### src/rtl/uart_pkg.sv
// uart_pkg: shared definitions for the UART message scheduler.
//   ASCII_CR / ASCII_LF : trailer bytes appended after each word
//   state_e             : scheduler FSM states
//   word_byte()         : pick byte i (0 = LSB) out of a 32-bit word
package uart_pkg;

   localparam logic [7:0] ASCII_CR = 8'h0D;
   localparam logic [7:0] ASCII_LF = 8'h0A;

   typedef enum logic [1:0] {S_IDLE, S_SEND, S_CR, S_LF} state_e;

   function automatic logic [7:0] word_byte(input logic [31:0] w, input logic [1:0] i);
      return w[8*i +: 8];
   endfunction

endpackage

### src/rtl/uart_msg_scheduler_rr_arbiter.sv
// rr_arbiter: combinational round-robin pick.
//   req        in  N    request vector
//   ptr        in  IW   highest-priority index this round
//   gnt_onehot out N    one-hot grant (zero when no request)
//   gnt_idx    out IW   index of granted requester
//   any        out 1    at least one request present
module rr_arbiter #(
   parameter int N = 4,
   localparam int IW = $clog2(N)
) (
   input  logic [N-1:0]  req,
   input  logic [IW-1:0] ptr,
   output logic [N-1:0]  gnt_onehot,
   output logic [IW-1:0] gnt_idx,
   output logic          any
);

   logic [IW:0]   s;
   logic [IW-1:0] j;

   // Scan offsets from farthest to nearest so the nearest set bit at or
   // after ptr is the last one written and therefore wins.
   always_comb begin
      gnt_onehot = '0;
      gnt_idx    = '0;
      any        = 1'b0;
      s          = '0;
      j          = '0;
      for (int k = N-1; k >= 0; k--) begin
         s = {1'b0, ptr} + (IW+1)'(k);
         if (s >= (IW+1)'(N)) s = s - (IW+1)'(N);
         j = s[IW-1:0];
         if (req[j]) begin
            gnt_onehot    = '0;
            gnt_onehot[j] = 1'b1;
            gnt_idx       = j;
            any           = 1'b1;
         end
      end
   end

endmodule

### src/rtl/uart_msg_scheduler.sv
// uart_msg_scheduler: shares one byte-wide UART transmitter among NREQ
// requesters. A granted 32-bit word is sent MSB byte first (low WORD_BYTES
// bytes), optionally followed by CR LF. Grants rotate round-robin.
//   clk, rst   clock / asynchronous active-high reset
//   req        per-requester request level, held until ack
//   req_data   word i at [32*i+31:32*i]
//   ack        one-cycle one-hot pulse: word captured
//   done       one-cycle pulse after the last byte of a message transfers
//   tx_data    byte to serializer, tx_valid qualifies it, tx_ready accepts
//   busy       message in progress
//   cur_id     requester being served (valid while busy)
module uart_msg_scheduler
   import uart_pkg::*;
#(
   parameter int NREQ        = 4,
   parameter int WORD_BYTES  = 4,
   parameter int APPEND_CRLF = 1,
   localparam int IW = $clog2(NREQ)
) (
   input  logic                 clk,
   input  logic                 rst,
   input  logic [NREQ-1:0]      req,
   input  logic [NREQ*32-1:0]   req_data,
   output logic [NREQ-1:0]      ack,
   output logic                 done,
   output logic [7:0]           tx_data,
   output logic                 tx_valid,
   input  logic                 tx_ready,
   output logic                 busy,
   output logic [IW-1:0]        cur_id
);

   localparam logic [1:0] IDX_TOP = 2'(WORD_BYTES-1);

   state_e          state_q, state_d;
   logic [31:0]     word_q, word_d;
   logic [1:0]      idx_q, idx_d;
   logic [IW-1:0]   ptr_q, ptr_d;
   logic [NREQ-1:0] ack_q, ack_d;
   logic            done_q, done_d;
   logic [7:0]      tx_data_q, tx_data_d;
   logic            tx_valid_q, tx_valid_d;
   logic            busy_q, busy_d;
   logic [IW-1:0]   cur_id_q, cur_id_d;

   logic [NREQ-1:0] gnt_oh;
   logic [IW-1:0]   gnt_idx;
   logic            gnt_any;
   logic [31:0]     sel_word;
   logic            hs;

   rr_arbiter #(.N(NREQ)) u_arb (
      .req        (req),
      .ptr        (ptr_q),
      .gnt_onehot (gnt_oh),
      .gnt_idx    (gnt_idx),
      .any        (gnt_any)
   );

   always_comb begin
      sel_word = '0;
      for (int i = 0; i < NREQ; i++)
         if (gnt_oh[i]) sel_word = req_data[32*i +: 32];
   end

   assign hs = tx_valid_q & tx_ready;

   // tx_data/tx_valid are registered and only change on a handshake (or the
   // grant), so a presented byte is never retracted or altered.
   always_comb begin
      state_d    = state_q;
      word_d     = word_q;
      idx_d      = idx_q;
      ptr_d      = ptr_q;
      ack_d      = '0;
      done_d     = 1'b0;
      tx_data_d  = tx_data_q;
      tx_valid_d = tx_valid_q;
      busy_d     = busy_q;
      cur_id_d   = cur_id_q;
      case (state_q)
         S_IDLE: begin
            if (gnt_any) begin
               word_d     = sel_word;
               cur_id_d   = gnt_idx;
               ack_d      = gnt_oh;
               ptr_d      = (gnt_idx == IW'(NREQ-1)) ? '0 : gnt_idx + IW'(1);
               idx_d      = IDX_TOP;
               state_d    = S_SEND;
               busy_d     = 1'b1;
               tx_valid_d = 1'b1;
               tx_data_d  = word_byte(sel_word, IDX_TOP);
            end
         end
         S_SEND: begin
            if (hs) begin
               if (idx_q != 2'd0) begin
                  idx_d     = idx_q - 2'd1;
                  tx_data_d = word_byte(word_q, idx_q - 2'd1);
               end else if (APPEND_CRLF != 0) begin
                  state_d   = S_CR;
                  tx_data_d = ASCII_CR;
               end else begin
                  state_d    = S_IDLE;
                  busy_d     = 1'b0;
                  tx_valid_d = 1'b0;
                  tx_data_d  = '0;
                  done_d     = 1'b1;
               end
            end
         end
         S_CR: begin
            if (hs) begin
               state_d   = S_LF;
               tx_data_d = ASCII_LF;
            end
         end
         S_LF: begin
            if (hs) begin
               state_d    = S_IDLE;
               busy_d     = 1'b0;
               tx_valid_d = 1'b0;
               tx_data_d  = '0;
               done_d     = 1'b1;
            end
         end
         default: begin
            state_d    = S_IDLE;
            busy_d     = 1'b0;
            tx_valid_d = 1'b0;
         end
      endcase
   end

   always_ff @(posedge clk or posedge rst) begin
      if (rst) begin
         state_q    <= S_IDLE;
         word_q     <= '0;
         idx_q      <= '0;
         ptr_q      <= '0;
         ack_q      <= '0;
         done_q     <= 1'b0;
         tx_data_q  <= '0;
         tx_valid_q <= 1'b0;
         busy_q     <= 1'b0;
         cur_id_q   <= '0;
      end else begin
         state_q    <= state_d;
         word_q     <= word_d;
         idx_q      <= idx_d;
         ptr_q      <= ptr_d;
         ack_q      <= ack_d;
         done_q     <= done_d;
         tx_data_q  <= tx_data_d;
         tx_valid_q <= tx_valid_d;
         busy_q     <= busy_d;
         cur_id_q   <= cur_id_d;
      end
   end

   assign ack      = ack_q;
   assign done     = done_q;
   assign tx_data  = tx_data_q;
   assign tx_valid = tx_valid_q;
   assign busy     = busy_q;
   assign cur_id   = cur_id_q;

endmodule

### config.mk
export PLATFORM = sky130hd
export DESIGN_NAME = uart_msg_scheduler
export DESIGN_NICKNAME = d
export VERILOG_FILES = /design/src/rtl/uart_pkg.sv /design/src/rtl/uart_msg_scheduler_rr_arbiter.sv /design/src/rtl/uart_msg_scheduler.sv
export SDC_FILE = /design/constraint.sdc
export NUM_CORES = 1
export LEC_CHECK = 0
export ABC_AREA = 1
export CORE_ASPECT_RATIO = 0.8
export CORE_MARGIN = 2
export CORE_UTILIZATION = 48
export CTS_CLUSTER_DIAMETER = 120
export DETAILED_ROUTE_END_ITERATION = 8
export PLACE_DENSITY = 0.95
export SLEW_MARGIN = 10
export SYNTH_ARGS = -nofsm -noshare
export SYNTH_HDL_FRONTEND = slang
export SYNTH_SLANG_ARGS = --single-unit
### constraint.sdc
create_clock -name clk -period 3.6 [get_ports clk]
set_input_delay 0.36 -clock clk [delete_from_list [all_inputs] [get_ports clk]]
set_output_delay 0.36 -clock clk [all_outputs]
set_load 0.02 [all_outputs]
# Word-level counts from Yosys, hierarchy flattened
# Cells that the tools add are included.
# totals
regBits	54
input_bits	135
output_inout_bits	17
wordCells	115
# op_classes
add_sub_neg	9
n_lt_le_gt_ge	12
n_eq_ne	10
shift	1
muxes	60
n_bitwise	1
reduce_logical	13
# op_table
op	n
two-way mux 32 bit	4
two-way mux 8 bit	5
two-way mux 2 bit	17
case mux 8 bit (4 select lines)	1
variable part select 32 x 6 -> 8 bit	1
two-way mux 4 bit	6
two-way mux 1 bit	16
< comparator 2 x 3 -> 1 bit, second input constant	4
inequality test 2 bit, second input constant	6
subtractor 2 x 1 -> 2 bit, second input constant	5
>= comparator 3 bit, second input constant	3
binary-select mux 1 bit (select 2 bit)	4
demux 1 bit (select 2 bit)	4
>= comparator 2 x 1 -> 1 bit, second input constant	4
case mux 2 bit (4 select lines)	1
AND reduction 4 bit	2
adder 2 x 2 -> 3 bit, second input constant	2
== test 2 bit, second input constant	3
nonzero test 2 bit	3
AND reduction 5 bit	1
logical AND 1 bit	4
case mux 2 bit (2 select lines)	1
adder 2 x 1 -> 3 bit, second input constant	1
>= comparator 2 x 3 -> 1 bit, second input constant	1
7 further kinds	7

# Longest topological paths before layout
# logic_depth
depth_word	17
depth_mapped	19
mapped_depth_nobuf	17

# Hierarchy
# A second synthesis with hierarchy kept.
# hier_totals
cells_unflattened	571
hier_area_um2	3901.2
# by_module_without_submodules
mod	instances	cells_each	area_each_um2	seq_area_each_um2
uart_msg_scheduler	1	483	3409.5	1351.3
rr_arbiter	1	88	491.7	0.0

# Worst setup path before layout
# Ideal clock, no wire load.
# synth_path
path_kind	register -> register
from	register ptr_q[0]
to	register word_q[0]
setup_time_ps	130
arrival_time_ps	2098
required_ps	3470
path_slack_ps	1372
stages_incl_launch_ff	17
n_path_buf	3
synth_period_minus_slack_ps	2228
path_cell_list	dfrtp_1 -> buf_6 -> inv_4 -> ha_1 -> inv_1 -> nand3_2 -> nand2_4 -> nor2_2 -> and2_1 -> nand2_1 -> nand2_2 -> buf_6 -> buf_6 -> a21oi_2 -> nand2_1 -> o211ai_1 -> nand3_1
# synth_between
elab_chain_cells	15
word_cells_on_any_way	56
classes_between	7 x add/sub; 12 x order compare; 32 x mux; 5 x reduce/logical
# synth_lines
element	line	source
from (decl)	uart_msg_scheduler.sv:38	logic [IW-1:0] ptr_q, ptr_d;
from (signal assigned)	uart_msg_scheduler.sv:151	ptr_q <= ptr_d;
adder 2 x 2 -> 3 bit	uart_msg_scheduler_rr_arbiter.sv:30	s = {1'b0, ptr} + (IW+1)'(k);
>= comparator 3 bit or subtractor 2 x 1 -> 2 bit (tied branches)	uart_msg_scheduler_rr_arbiter.sv:31	if (s >= (IW+1)'(N)) s = s - (IW+1)'(N);
two-way mux 2 bit	uart_msg_scheduler_rr_arbiter.sv:31	
< comparator 2 x 3 -> 1 bit (not written as such) or >= comparator 2 x 1 -> 1 bit (tied branches)	uart_msg_scheduler_rr_arbiter.sv:35	gnt_onehot[j] = 1'b1;
logical AND 1 bit (not written as such)	uart_msg_scheduler_rr_arbiter.sv:35	
two-way mux 1 bit (not written as such)	uart_msg_scheduler_rr_arbiter.sv:35	
demux 1 bit (select 2 bit)	n/a	
two-way mux 4 bit (4 in series)	uart_msg_scheduler_rr_arbiter.sv:33	if (req[j]) begin
two-way mux 32 bit (4 in series)	uart_msg_scheduler.sv:63	if (gnt_oh[i]) sel_word = req_data[32*i +: 32];
to (signal assigned)	uart_msg_scheduler.sv:149	word_q <= word_d;
to (decl)	uart_msg_scheduler.sv:36	logic [31:0] word_q, word_d;
# Parallel ways exist; a longest one is shown, timed or not. The select of a mux whose other input is x is not followed.
# A chain may end at the register's enable or synchronous reset.

# Worst setup path after layout
# layout_path
from	register ptr_q[0]
to	register word_q[3]
# The elaborated chain is that of the path after synthesis.

==> run_results.csv <==
group,metric,value,unit
layout,final_area,5498,um^2
placed_design,place_congestion,0.8853,
clock_network,cts_max_path_buffers,2,
logic_synthesis,synth_cell_types,32,
power,vdd.ir_drop.worst,0.1873,mV
sta,fin_crit,3.231,ns
logic_synthesis,yosysWarnings,0,
layout,finalNetCount,832,
placed_design,dpl.hpwl,10.36,mm
setup_path,cp_data_arrival_time,3.47,ns
sta,worst_pin_slew,0.9983,ns
clock_network,hold_buffers,0,
floorplanning,initial_utilization,49.29,%
floorplanning,dieArea,8864,um^2
clock_network,cts_setup_buffers,0,
clock_network,htreeDepth,2,
route,via_per_inst,5.580,
clock_network,cts_resized,0,
placed_design,port_buffers,151,
sta,fin_setup_tns,0,ns
logic_synthesis,synth_top_cell_by_area,"dfrtp_1",
power,power_frac_comb,24.8,%
sta,post-route-period-util,89.75,%
grt,grt_pass1_vias,4180,
setup_path,startpoint_type,"register",
logic_synthesis,synth_nets,698,
power,pwr_density_cell,228.0,nW/um^2
power,switching_power,0.0003409,W
setup_path,crit_fanout,24,
route,drt-pass1-iter-count,5,
status,run_status,"completed",
route,drc,0,
clock_network,ctsRootBufferMaster,"clkbuf_8",
grt,grt_max_degree,55,
layout,final_common_cell,"nand2_1",
sta,finalHoldViolCount,0,
power,power_leakage,2.518,nW
run,maxCapViolations,0,
clock_network,cts_tree,"built",
sta,grt_setup_unrepaired,"false",
min_path,hold_path.class,"register to register",
power,p_seq_share,48.4,%
power,swShare,27.19,%
clock_network,clk_latency,0.32,ns
sta,fin_skew,0.01441,ns
layout,area.sequential,1351,um^2
route,totalWireLength,13.05,mm
placed_design,dpl_cell_area,5416,um^2
layout,final.fill_count,675,
floorplanning,ios,152,
grt,grt.overflow.total,0,
layout,area_growth,41.01,%
logic_synthesis,synth_cells,551,
floorplanning,die_h,84.61,um
sta,slew_violations,0,
sta,slew_headroom,33.38,%
logic_synthesis,synth.top_cell.area_share,34.66,%
layout,drive_gt1_share,8.905,%
route,wire_per_inst,16.45,um
grt,grt_pass1_wl,21.11,mm
floorplanning,rows,29,
clock_network,clk_pin_slew,0.10,ns
setup_path,cp.required,3.84,ns
floorplanning,core,7910,um^2
logic_synthesis,ys_seq_elements,54,
logic_synthesis,synth_area,3899,um^2
route,routed-via-count,4425,
layout,final_cell_mix,"nand2_1 (163), clkdlybuf4s50_1 (151), nand3_1 (61)",
clock_network,cts_buffers,5,
logic_synthesis,synth_top_cells_by_area,"dfrtp_1 (35%), nand2_1 (16%), nand3_1 (7.8%)",
sta,setup_viol,0,
layout,diodes,0,
grt,grt_util_all_layers,29.86,%
route,ant_nets,0,
clock_network,cts_sinks,54,
power,power_report.internal_total,0.0009126,W
setup_path,crit_type,"register to register",
logic_synthesis,synth.avg_cell_area,7.076,um^2
floorplanning,die_width,104.8,um
route,drtIter0Drc,315,
layout,multi_input_area,2213,um^2
power,clkPwrFrac,26.8,%
logic_synthesis,yosysSeqAreaShare,34.66,%
grt,antenna_found_initial,0,
setup_path,crit_path_end_kind,"register",
sta,max_freq,309.5,MHz
layout,post-route-util,69.50,%
==> cells in the mapped netlist, drive strengths merged <==
cell / instances
a21oi: 63
a2bb2oi: 1
a31oi: 4
and2: 1
buf: 22
clkbuf: 10
dfrtp: 54
ha: 12
inv: 38
nand2: 174
nand3: 65
nor2: 39
o211ai: 28
o21a: 1
o21ai: 30
o221ai: 2
o22ai: 4
o31ai: 1
or2: 1
xor2: 1
==> registers in the layout, indices dropped and copies added (netlist names) <==
signal,cells
done,1
word_q,32
ptr_q,2
state_q,2
busy,1
tx_data,8
cur_id,2
ack,4
idx_q,2
==> worst paths after layout <==
check                           startpoint          to  slack [ns]  cells past startpoint
worst min-delay path            word_q[24]  word_q[24]        0.49                      2
worst max register to register    ptr_q[0]   word_q[3]        0.37                     12
worst max-delay path              ptr_q[0]   word_q[3]        0.37                     12
min in group asynchronous              rst   word_q[5]        0.54                      2
worst min register to register  word_q[24]  word_q[24]        0.49                      2
max in group asynchronous              rst      ack[0]        2.52                      2
==> cell families (layout without fill, tap and decap cells) <==
group	count (synthesis)	after routing	synth area share [%]
xor gates and xnor gates	1	1	0.2247
buffers and inverters	70	204	8.569
adders and majority gates	12	12	3.851
AOI/OAI and AO/OA	134	134	21.79
DFF	54	54	34.66
and+or+nand+nor	280	280	30.91
==> critical path, stage by stage, from the launching register on <==
cell	delay, ns
dfrtp_1	0.63
inv_4	0.12
ha_1	0.37
inv_1	0.11
nand3_2	0.11
nand2_4	0.11
nor2_2	0.07
and2_1	0.17
nand2_1	0.08
nand2_2	0.20
nor2_2	0.82
o211ai_1	0.23
o211ai_1	0.14
==> per-stage QoR <==
stage / setup slack [ns] / hold WS (ns) / cells / power [W]
after global placement: 0.6099 / 0.4634 / 786 / 0.0009228
after global routing: 0.01553 / 0.5203 / 793 / 0.001309
final: 0.3690 / 0.4938 / 793 / 0.001253
after CTS: 0.3866 / 0.4951 / 793 / 0.001250
after floorplan: 1.372 / 0.4438 / 551 / 0.0007488
after detailed placement: 0.4188 / 0.4707 / 786 / 0.0009272
==> layout make-up <==
| cell class | count | area share [%] |
|---|---|---|
| repair buffers | 159 | 28.58 |
| clock inverters | 1 | 0.1365 |
| flip-flops and latches | 54 | 24.58 |
| multi-input cells | 427 | 40.26 |
| inverters | 38 | 2.663 |
| well taps | 108 | 2.458 |
| clock buffers | 6 | 1.320 |
==> layer usage <==
| metal | up-vias | global-route usage [%] | share of wire [%] |
|---|---|---|---|
| met1 | 2055 | 43.77 | 45 |
| li1 | 2106 | - | - |
| met5 | - | 0 | 0 |
| met3 | 21 | 5.901 | 9.4 |
| met2 | 243 | 44.81 | 44 |
| met4 | 0 | 8.727 | 1.6 |
==> power groups by stage <==
stage | logic (W) | registers, W | clock network (W)
floorplan | 0.000131 | 0.000618 | 0
global route | 0.000338 | 0.000606 | 0.000364
CTS | 0.000310 | 0.000606 | 0.000334
global placement | 0.000305 | 0.000618 | 0
detailed placement | 0.000309 | 0.000618 | 0
finish | 0.000311 | 0.000606 | 0.000336
No activity file was read; power rests on OpenSTA's default activity.
